==> src/rtl/dmem_pkg.sv <==
// Shared types, widths and address-decode helper for the data-memory responder.
package dmem_pkg;

    localparam int WORD_W = 32;
    localparam int BE_W   = 4;

    typedef enum logic [1:0] {
        IDLE = 2'd0,
        BUSY = 2'd1,
        RESP = 2'd2
    } state_e;

    // A request is rejected when it is not word aligned or addresses past the array.
    function automatic logic addr_err(input logic [WORD_W-1:0] addr, input int addr_w);
        logic misaligned_s;
        logic out_of_range_s;
        misaligned_s   = (addr[1:0] != 2'b00);
        out_of_range_s = ((addr >> (addr_w + 2)) != 32'd0);
        return misaligned_s | out_of_range_s;
    endfunction

endpackage

==> src/rtl/dmem_responder_if.sv <==
// Request/response bundle between the MEM stage (master) and the responder (slave).
interface dmem_responder_if;
    import dmem_pkg::*;

    logic              req_valid;
    logic              req_we;
    logic [WORD_W-1:0] req_addr;
    logic [WORD_W-1:0] req_wdata;
    logic [BE_W-1:0]   req_be;
    logic              req_ready;
    logic              resp_valid;
    logic [WORD_W-1:0] resp_rdata;
    logic              resp_err;
    logic              mem_stall;

    modport master (
        output req_valid, req_we, req_addr, req_wdata, req_be,
        input  req_ready, resp_valid, resp_rdata, resp_err, mem_stall
    );

    modport slave (
        input  req_valid, req_we, req_addr, req_wdata, req_be,
        output req_ready, resp_valid, resp_rdata, resp_err, mem_stall
    );

endinterface

==> src/rtl/dmem_array.sv <==
// Word array with synchronous clear, one byte-enabled write port and a
// combinational read port sharing the same word index.
module dmem_array
    import dmem_pkg::*;
#(
    parameter int ADDR_W = 6
) (
    input  logic              clk,
    input  logic              reset,
    input  logic              we,
    input  logic [ADDR_W-1:0] idx,
    input  logic [WORD_W-1:0] wdata,
    input  logic [BE_W-1:0]   be,
    output logic [WORD_W-1:0] rdata
);

    localparam int DEPTH = 1 << ADDR_W;

    logic [WORD_W-1:0] mem_r [DEPTH];

    // Storage: clear everything on reset, otherwise update only enabled bytes.
    always_ff @(posedge clk) begin
        if (reset) begin
            for (int i = 0; i < DEPTH; i++) begin
                mem_r[i] <= {WORD_W{1'b0}};
            end
        end else if (we) begin
            for (int b = 0; b < BE_W; b++) begin
                if (be[b]) begin
                    mem_r[idx][8*b +: 8] <= wdata[8*b +: 8];
                end
            end
        end
    end

    assign rdata = mem_r[idx];

endmodule

==> src/rtl/dmem_responder.sv <==
// MEM-stage data-memory responder: one outstanding request, programmable wait
// states, byte-enabled stores, one-cycle response strobe and pipeline stall.
module dmem_responder
    import dmem_pkg::*;
#(
    parameter int ADDR_W      = 6,
    parameter int WAIT_CYCLES = 2,
    parameter int CNT_W       = 4
) (
    input  logic             clk,
    input  logic             reset,
    dmem_responder_if.slave  bus
);

    state_e            state_r;
    state_e            state_s;
    logic [CNT_W-1:0]  cnt_r;
    logic [CNT_W-1:0]  cnt_s;
    logic              access_s;
    logic              use_bus_s;

    logic              we_r;
    logic [WORD_W-1:0] addr_r;
    logic [WORD_W-1:0] wdata_r;
    logic [BE_W-1:0]   be_r;

    logic              acc_we_s;
    logic [WORD_W-1:0] acc_addr_s;
    logic [WORD_W-1:0] acc_wdata_s;
    logic [BE_W-1:0]   acc_be_s;
    logic              acc_err_s;
    logic              wr_en_s;
    logic [WORD_W-1:0] arr_rdata_s;

    logic              resp_valid_r;
    logic [WORD_W-1:0] resp_rdata_r;
    logic              resp_err_r;

    // Next-state, wait counter and access strobe.
    always_comb begin
        state_s   = state_r;
        cnt_s     = cnt_r;
        access_s  = 1'b0;
        use_bus_s = 1'b0;
        case (state_r)
            IDLE: begin
                if (bus.req_valid) begin
                    if (WAIT_CYCLES == 0) begin
                        // Zero wait states: the access happens on the acceptance edge.
                        access_s  = 1'b1;
                        use_bus_s = 1'b1;
                        state_s   = RESP;
                    end else begin
                        state_s = BUSY;
                        cnt_s   = CNT_W'(WAIT_CYCLES - 1);
                    end
                end else begin
                    state_s = IDLE;
                end
            end
            BUSY: begin
                if (cnt_r == {CNT_W{1'b0}}) begin
                    access_s = 1'b1;
                    state_s  = RESP;
                end else begin
                    cnt_s = cnt_r - CNT_W'(1);
                end
            end
            RESP: begin
                state_s = IDLE;
            end
            default: begin
                state_s = IDLE;
                cnt_s   = {CNT_W{1'b0}};
            end
        endcase
    end

    // Select the live request or the latched one as the source of the access.
    always_comb begin
        if (use_bus_s) begin
            acc_we_s    = bus.req_we;
            acc_addr_s  = bus.req_addr;
            acc_wdata_s = bus.req_wdata;
            acc_be_s    = bus.req_be;
        end else begin
            acc_we_s    = we_r;
            acc_addr_s  = addr_r;
            acc_wdata_s = wdata_r;
            acc_be_s    = be_r;
        end
    end

    assign acc_err_s = addr_err(acc_addr_s, ADDR_W);
    assign wr_en_s   = access_s & acc_we_s & ~acc_err_s;

    // FSM state and wait counter.
    always_ff @(posedge clk) begin
        if (reset) begin
            state_r <= IDLE;
            cnt_r   <= {CNT_W{1'b0}};
        end else begin
            state_r <= state_s;
            cnt_r   <= cnt_s;
        end
    end

    // Request capture on acceptance.
    always_ff @(posedge clk) begin
        if (reset) begin
            we_r    <= 1'b0;
            addr_r  <= {WORD_W{1'b0}};
            wdata_r <= {WORD_W{1'b0}};
            be_r    <= {BE_W{1'b0}};
        end else if ((state_r == IDLE) && bus.req_valid) begin
            we_r    <= bus.req_we;
            addr_r  <= bus.req_addr;
            wdata_r <= bus.req_wdata;
            be_r    <= bus.req_be;
        end else begin
            we_r    <= we_r;
            addr_r  <= addr_r;
            wdata_r <= wdata_r;
            be_r    <= be_r;
        end
    end

    // Response registers: loaded on the access edge, so the strobe lines up with RESP.
    always_ff @(posedge clk) begin
        if (reset) begin
            resp_valid_r <= 1'b0;
            resp_rdata_r <= {WORD_W{1'b0}};
            resp_err_r   <= 1'b0;
        end else if (access_s) begin
            resp_valid_r <= 1'b1;
            resp_rdata_r <= (acc_we_s || acc_err_s) ? {WORD_W{1'b0}} : arr_rdata_s;
            resp_err_r   <= acc_err_s;
        end else begin
            resp_valid_r <= 1'b0;
            resp_rdata_r <= resp_rdata_r;
            resp_err_r   <= resp_err_r;
        end
    end

    dmem_array #(
        .ADDR_W (ADDR_W)
    ) u_array (
        .clk   (clk),
        .reset (reset),
        .we    (wr_en_s),
        .idx   (acc_addr_s[ADDR_W+1:2]),
        .wdata (acc_wdata_s),
        .be    (acc_be_s),
        .rdata (arr_rdata_s)
    );

    assign bus.req_ready  = (state_r == IDLE);
    assign bus.mem_stall  = ((state_r == IDLE) && bus.req_valid) || (state_r == BUSY);
    assign bus.resp_valid = resp_valid_r;
    assign bus.resp_rdata = resp_rdata_r;
    assign bus.resp_err   = resp_err_r;

endmodule
==> src/flat_wrapper.sv <==
// flat-port wrapper written by rule: the top's interface ports become plain ports
module dmem_responder_flat import dmem_pkg::*;
#(
    parameter int ADDR_W      = 6,
    parameter int WAIT_CYCLES = 2,
    parameter int CNT_W       = 4
)
  (clk, reset, bus_req_valid, bus_req_we, bus_req_addr, bus_req_wdata, bus_req_be, bus_req_ready, bus_resp_valid, bus_resp_rdata, bus_resp_err, bus_mem_stall);
  dmem_responder_if bus_i ();
  input  logic clk;
  input  logic reset;
  input wire logic [$bits(bus_i.req_valid)-1:0] bus_req_valid;
  input wire logic [$bits(bus_i.req_we)-1:0] bus_req_we;
  input wire logic [$bits(bus_i.req_addr)-1:0] bus_req_addr;
  input wire logic [$bits(bus_i.req_wdata)-1:0] bus_req_wdata;
  input wire logic [$bits(bus_i.req_be)-1:0] bus_req_be;
  output wire logic [$bits(bus_i.req_ready)-1:0] bus_req_ready;
  output wire logic [$bits(bus_i.resp_valid)-1:0] bus_resp_valid;
  output wire logic [$bits(bus_i.resp_rdata)-1:0] bus_resp_rdata;
  output wire logic [$bits(bus_i.resp_err)-1:0] bus_resp_err;
  output wire logic [$bits(bus_i.mem_stall)-1:0] bus_mem_stall;
  assign bus_i.req_valid = bus_req_valid;
  assign bus_i.req_we = bus_req_we;
  assign bus_i.req_addr = bus_req_addr;
  assign bus_i.req_wdata = bus_req_wdata;
  assign bus_i.req_be = bus_req_be;
  assign bus_req_ready = bus_i.req_ready;
  assign bus_resp_valid = bus_i.resp_valid;
  assign bus_resp_rdata = bus_i.resp_rdata;
  assign bus_resp_err = bus_i.resp_err;
  assign bus_mem_stall = bus_i.mem_stall;
  dmem_responder #(.ADDR_W(ADDR_W), .WAIT_CYCLES(WAIT_CYCLES), .CNT_W(CNT_W)) u_core (.clk(clk), .reset(reset), .bus(bus_i));
endmodule
==> config.mk <==
export PLATFORM = sky130hd
export DESIGN_NAME = dmem_responder_flat
export DESIGN_NICKNAME = d
export VERILOG_FILES = /design/src/rtl/dmem_pkg.sv /design/src/rtl/dmem_responder_if.sv /design/src/rtl/dmem_array.sv /design/src/rtl/dmem_responder.sv /design/src/flat_wrapper.sv
export SDC_FILE = /design/constraint.sdc
export NUM_CORES = 2
export LEC_CHECK = 0
export ABC_CLOCK_PERIOD_IN_PS = 5400
export BUFFER_PORTS_ARGS = -buffer_cell sky130_fd_sc_hd__buf_4
export CAP_MARGIN = 10
export CORE_MARGIN = 4
export CORE_UTILIZATION = 45
export DETAILED_ROUTE_END_ITERATION = 7
export PLACE_DENSITY = 0.64
export SYNTH_ARGS = -nofsm -noshare
export SYNTH_HDL_FRONTEND = slang
export SYNTH_SLANG_ARGS = --single-unit
export TNS_END_PERCENT = 50
==> constraint.sdc <==
create_clock -name clk -period 5.4 [get_ports clk]
set_input_delay 1.08 -clock clk [delete_from_list [all_inputs] [get_ports clk]]
set_output_delay 1.08 -clock clk [all_outputs]
set_load 0.005 [all_outputs]
==> results.sh <==
export IMPL_fmax_ghz=0.242
export IMPL_seq_area_frac_synth_pct=67.8
export IMPL_skew_ns=0.0596
export IMPL_dp_hpwl_mm=207
export IMPL_r2r_end="u_core.u_array.mem_r[30][9]"
export IMPL_clock_power_share_pct=39.7
export IMPL_critical_path_class="register to register"
export IMPL_antenna_found_initial=19
export IMPL_place_gp_congestion=0.949
export IMPL_synth_main_ff_cell="edfxtp_1"
export IMPL_mostFrequentLayoutCells="nor2_1, edfxtp_1, nand2_1"
export IMPL_worst_slew_pin_slew_ns=1.34
export IMPL_path_clk_slew_ns=0.06
export IMPL_grt_usage_pct=30.1
export IMPL_numCtsBuffers=214
export IMPL_area_growth_pct=11.1
export IMPL_setup_viol=0
export IMPL_crit_required_ns=5.89
export IMPL_leakage_uw=0.0336
export IMPL_synthesis_area_um2=94100
export IMPL_min_path_cells=2
export IMPL_coreArea_um2=207000
export IMPL_die_y_um=465
export IMPL_power_density_nw_per_um2=361
export IMPL_yosysWarningCount=0
export IMPL_synth_edff_count=2048
export IMPL_fin_nets=7005
export IMPL_p_sw_uw=9410
export IMPL_start_util_pct=45.4
export IMPL_hp_class="register to register"
export IMPL_clockRootBuffer="clkbuf_16"
export IMPL_intPower_uw=28400
export IMPL_rsz0062_at_grt="false"
export IMPL_grt_pass1_wl_mm=459
export IMPL_synth_nets=7156
export IMPL_cts_resized=0
export IMPL_layout_drive_gt1_share_pct=17.6
export IMPL_fin_crit_sh_pct=76.6
export IMPL_fp_row_count=167
export IMPL_r2r_start="u_core.acc_addr_s[3]"
export IMPL_grt_pass1_vias=59698
export IMPL_htree_levels=4
export IMPL_portBuffers=107
export IMPL_setup_tns_ns=0
export IMPL_drc=0
export IMPL_syn_area_per_cell_um2=13.3
export IMPL_synth_seq_cells=2163
export IMPL_start_kind="register"
export IMPL_worstPathMaxFanout=16
export IMPL_async_flop_share_pct=0
export IMPL_cap_viol_max_count=0
export IMPL_seq_power_share_pct=50.7
export IMPL_ios=108
export IMPL_die_w_um=465
export IMPL_dp_cells=9503
export IMPL_vdd_drop_max_v=0.000368
export IMPL_synth_cell_types=66
export IMPL_pwr_share_comb_pct=9.5
export IMPL_cts_tree="yes"
export IMPL_cts_sinks=2163
export IMPL_syn_inst=7083
export IMPL_vias=62795
export IMPL_layout_cells_non_filler=9920
export IMPL_hold_start="u_core.acc_addr_s[13]"
export IMPL_run_status="finished clean"
export IMPL_relSlewSlack_pct=8.06
export IMPL_antenna_left=0
export IMPL_clk_latency_ns=0.89
export IMPL_routed_wl_mm=332
export IMPL_switching_share_pct=24.9
export IMPL_reg2reg_setup_slack_ns=1.27
export IMPL_overflow=0
export IMPL_mostFrequentLayoutCell="nor2_1"
export IMPL_post_route_min_period_ns=4.13
export IMPL_total_power_uw=37800
export IMPL_cts_buffer_depth=3
export IMPL_worstHoldEndpoint="u_core.acc_addr_s[13]"
export IMPL_grt_max_degree=129
export IMPL_drt_vias_per_instance=6.33
export IMPL_cts_hold_fix_buffers=0
export IMPL_cts_setup_buffers=0
export IMPL_worst_ep_arrival_time_ns=4.63
export IMPL_drv_slew=0
export IMPL_hold_viol_final=0
export IMPL_reg2regPathDepth=4
export IMPL_finalCoreUtilization_pct=50.4
export IMPL_drt_first_iter_violations=11213
export IMPL_worstSetupEndpointType="register"
export IMPL_die_area_um2=217000
export IMPL_drtPass1Iterations=8
export IMPL_routedWlPerCell_um=33.5
[worst max-delay path by stage]
stage                               from                           end  slack, ns  depth (start not counted)
floorplan                          reset   u_core.u_array.mem_r[15][0]       2.65                          8
global placement                register     u_core.bus.resp_rdata[29]      -0.12                          7
detailed placement                 reset  u_core.u_array.mem_r[32][27]       0.88                          8
CTS                             register     u_core.bus.resp_rdata[29]       1.41                          8
global route                    register     u_core.bus.resp_rdata[29]       1.29                          8
finish              u_core.acc_addr_s[3]   u_core.u_array.mem_r[30][9]       1.27                          4
[metal layers]
metal	vias to the layer above	part of all wire, %	GRT usage, %
li1	25139	-	-
met1	31903	35	39.4
met2	4914	43	43.5
met3	831	15	10.8
met4	8	7.0	17.4
met5	-	0.014	0.0439
[cells in the mapped netlist (all sizes together), types with 4 or more instances]
cell / instances / area (µm²)
a2111oi: 14 / 131
a211oi: 10 / 75.1
a21oi: 99 / 495
a221o: 5 / 50.1
a221oi: 13 / 114
a22oi: 66 / 495
a31oi: 12 / 75.1
a32oi: 10 / 87.6
and2: 6 / 37.5
and3: 6 / 37.5
buf: 175 / 1030
clkbuf: 508 / 1910
dfxtp: 115 / 2300
edfxtp: 2048 / 61500
inv: 9 / 33.8
mux2: 58 / 653
mux2i: 102 / 1020
mux4: 470 / 10600
nand2: 866 / 3250
nand2b: 12 / 75.1
nand3: 48 / 240
nand3b: 4 / 30.0
nand4: 29 / 181
nor2: 2159 / 8100
nor2b: 19 / 119
nor3: 11 / 55.1
nor3b: 5 / 37.5
nor4: 16 / 106
o2111ai: 4 / 35.0
o211ai: 8 / 60.1
o21ai: 44 / 220
o221ai: 8 / 70.1
o22ai: 58 / 363
o31ai: 8 / 60.1
or2: 10 / 62.6
or3: 5 / 31.3
or3b: 4 / 35.0
or4: 5 / 37.5
[final cells by class]
class | count | area, µm²
multi-input cells | 4227 | 27600
diodes | 9 | 22.5
clock inverters | 120 | 1060
inverters | 10 | 45.0
clock buffers | 287 | 5920
well taps | 2788 | 3490
fillers | 17445 | 103000
flip-flops and latches | 2163 | 63800
repair buffers | 316 | 2660
[cell families (layout without fill, tap and decap cells)]
group	after synthesis	in the layout	share of synthesized area [%]
DFF	2163	2163	67.8
AOI/OAI and AO/OA	377	377	2.65
xor gates and xnor gates	1	1	0.00931
buffers and inverters	693	733	3.16
other	0	9	0
adders and majority gates	1	1	0.0133
muxes	630	630	13.0
and+or+nand+nor	3218	3218	13.4
[power by group through the flow]
stage          clock [µW]  sequential, µW  combinational [µW]
2_1_floorplan           0           19300                2020
3_3_place_gp            0           19500                3430
3_5_place_dp            0           19500                3460
4_1_cts             15000           19200                3470
5_1_grt             15700           19200                3640
6_report            15000           19200                3600
[per-stage QoR]
stage	hold slack (ns)	area, µm²	setup slack (ns)
4_1_cts	0.439	105000	1.41
3_5_place_dp	0.446	97600	0.877
5_1_grt	0.456	105000	1.29
6_report	0.456	105000	1.27
2_1_floorplan	0.436	94100	2.65
3_3_place_gp	0.440	97500	-0.119
[flip-flops by register name, indices dropped and copies added, names as in the netlist, named ones only]
register,count
u_core.u_array.mem_r,2048
u_core.acc_addr_s,32
u_core.acc_wdata_s,32
u_core.bus.resp_rdata,32
u_core.acc_be_s,4
u_core.cnt_r,4
u_core.state_r,2
u_core.acc_we_s,1
u_core.bus.resp_err,1
u_core.bus.resp_valid,1
[critical path, cell delays in order, from the launching register on]
cell and delay [ns]:
dfxtp_1 0.82, nand3b_1 1.10, nor2_1 1.27, nand2_1 0.12
nand2_1 0.44
(Power assumes the default switching activity.)
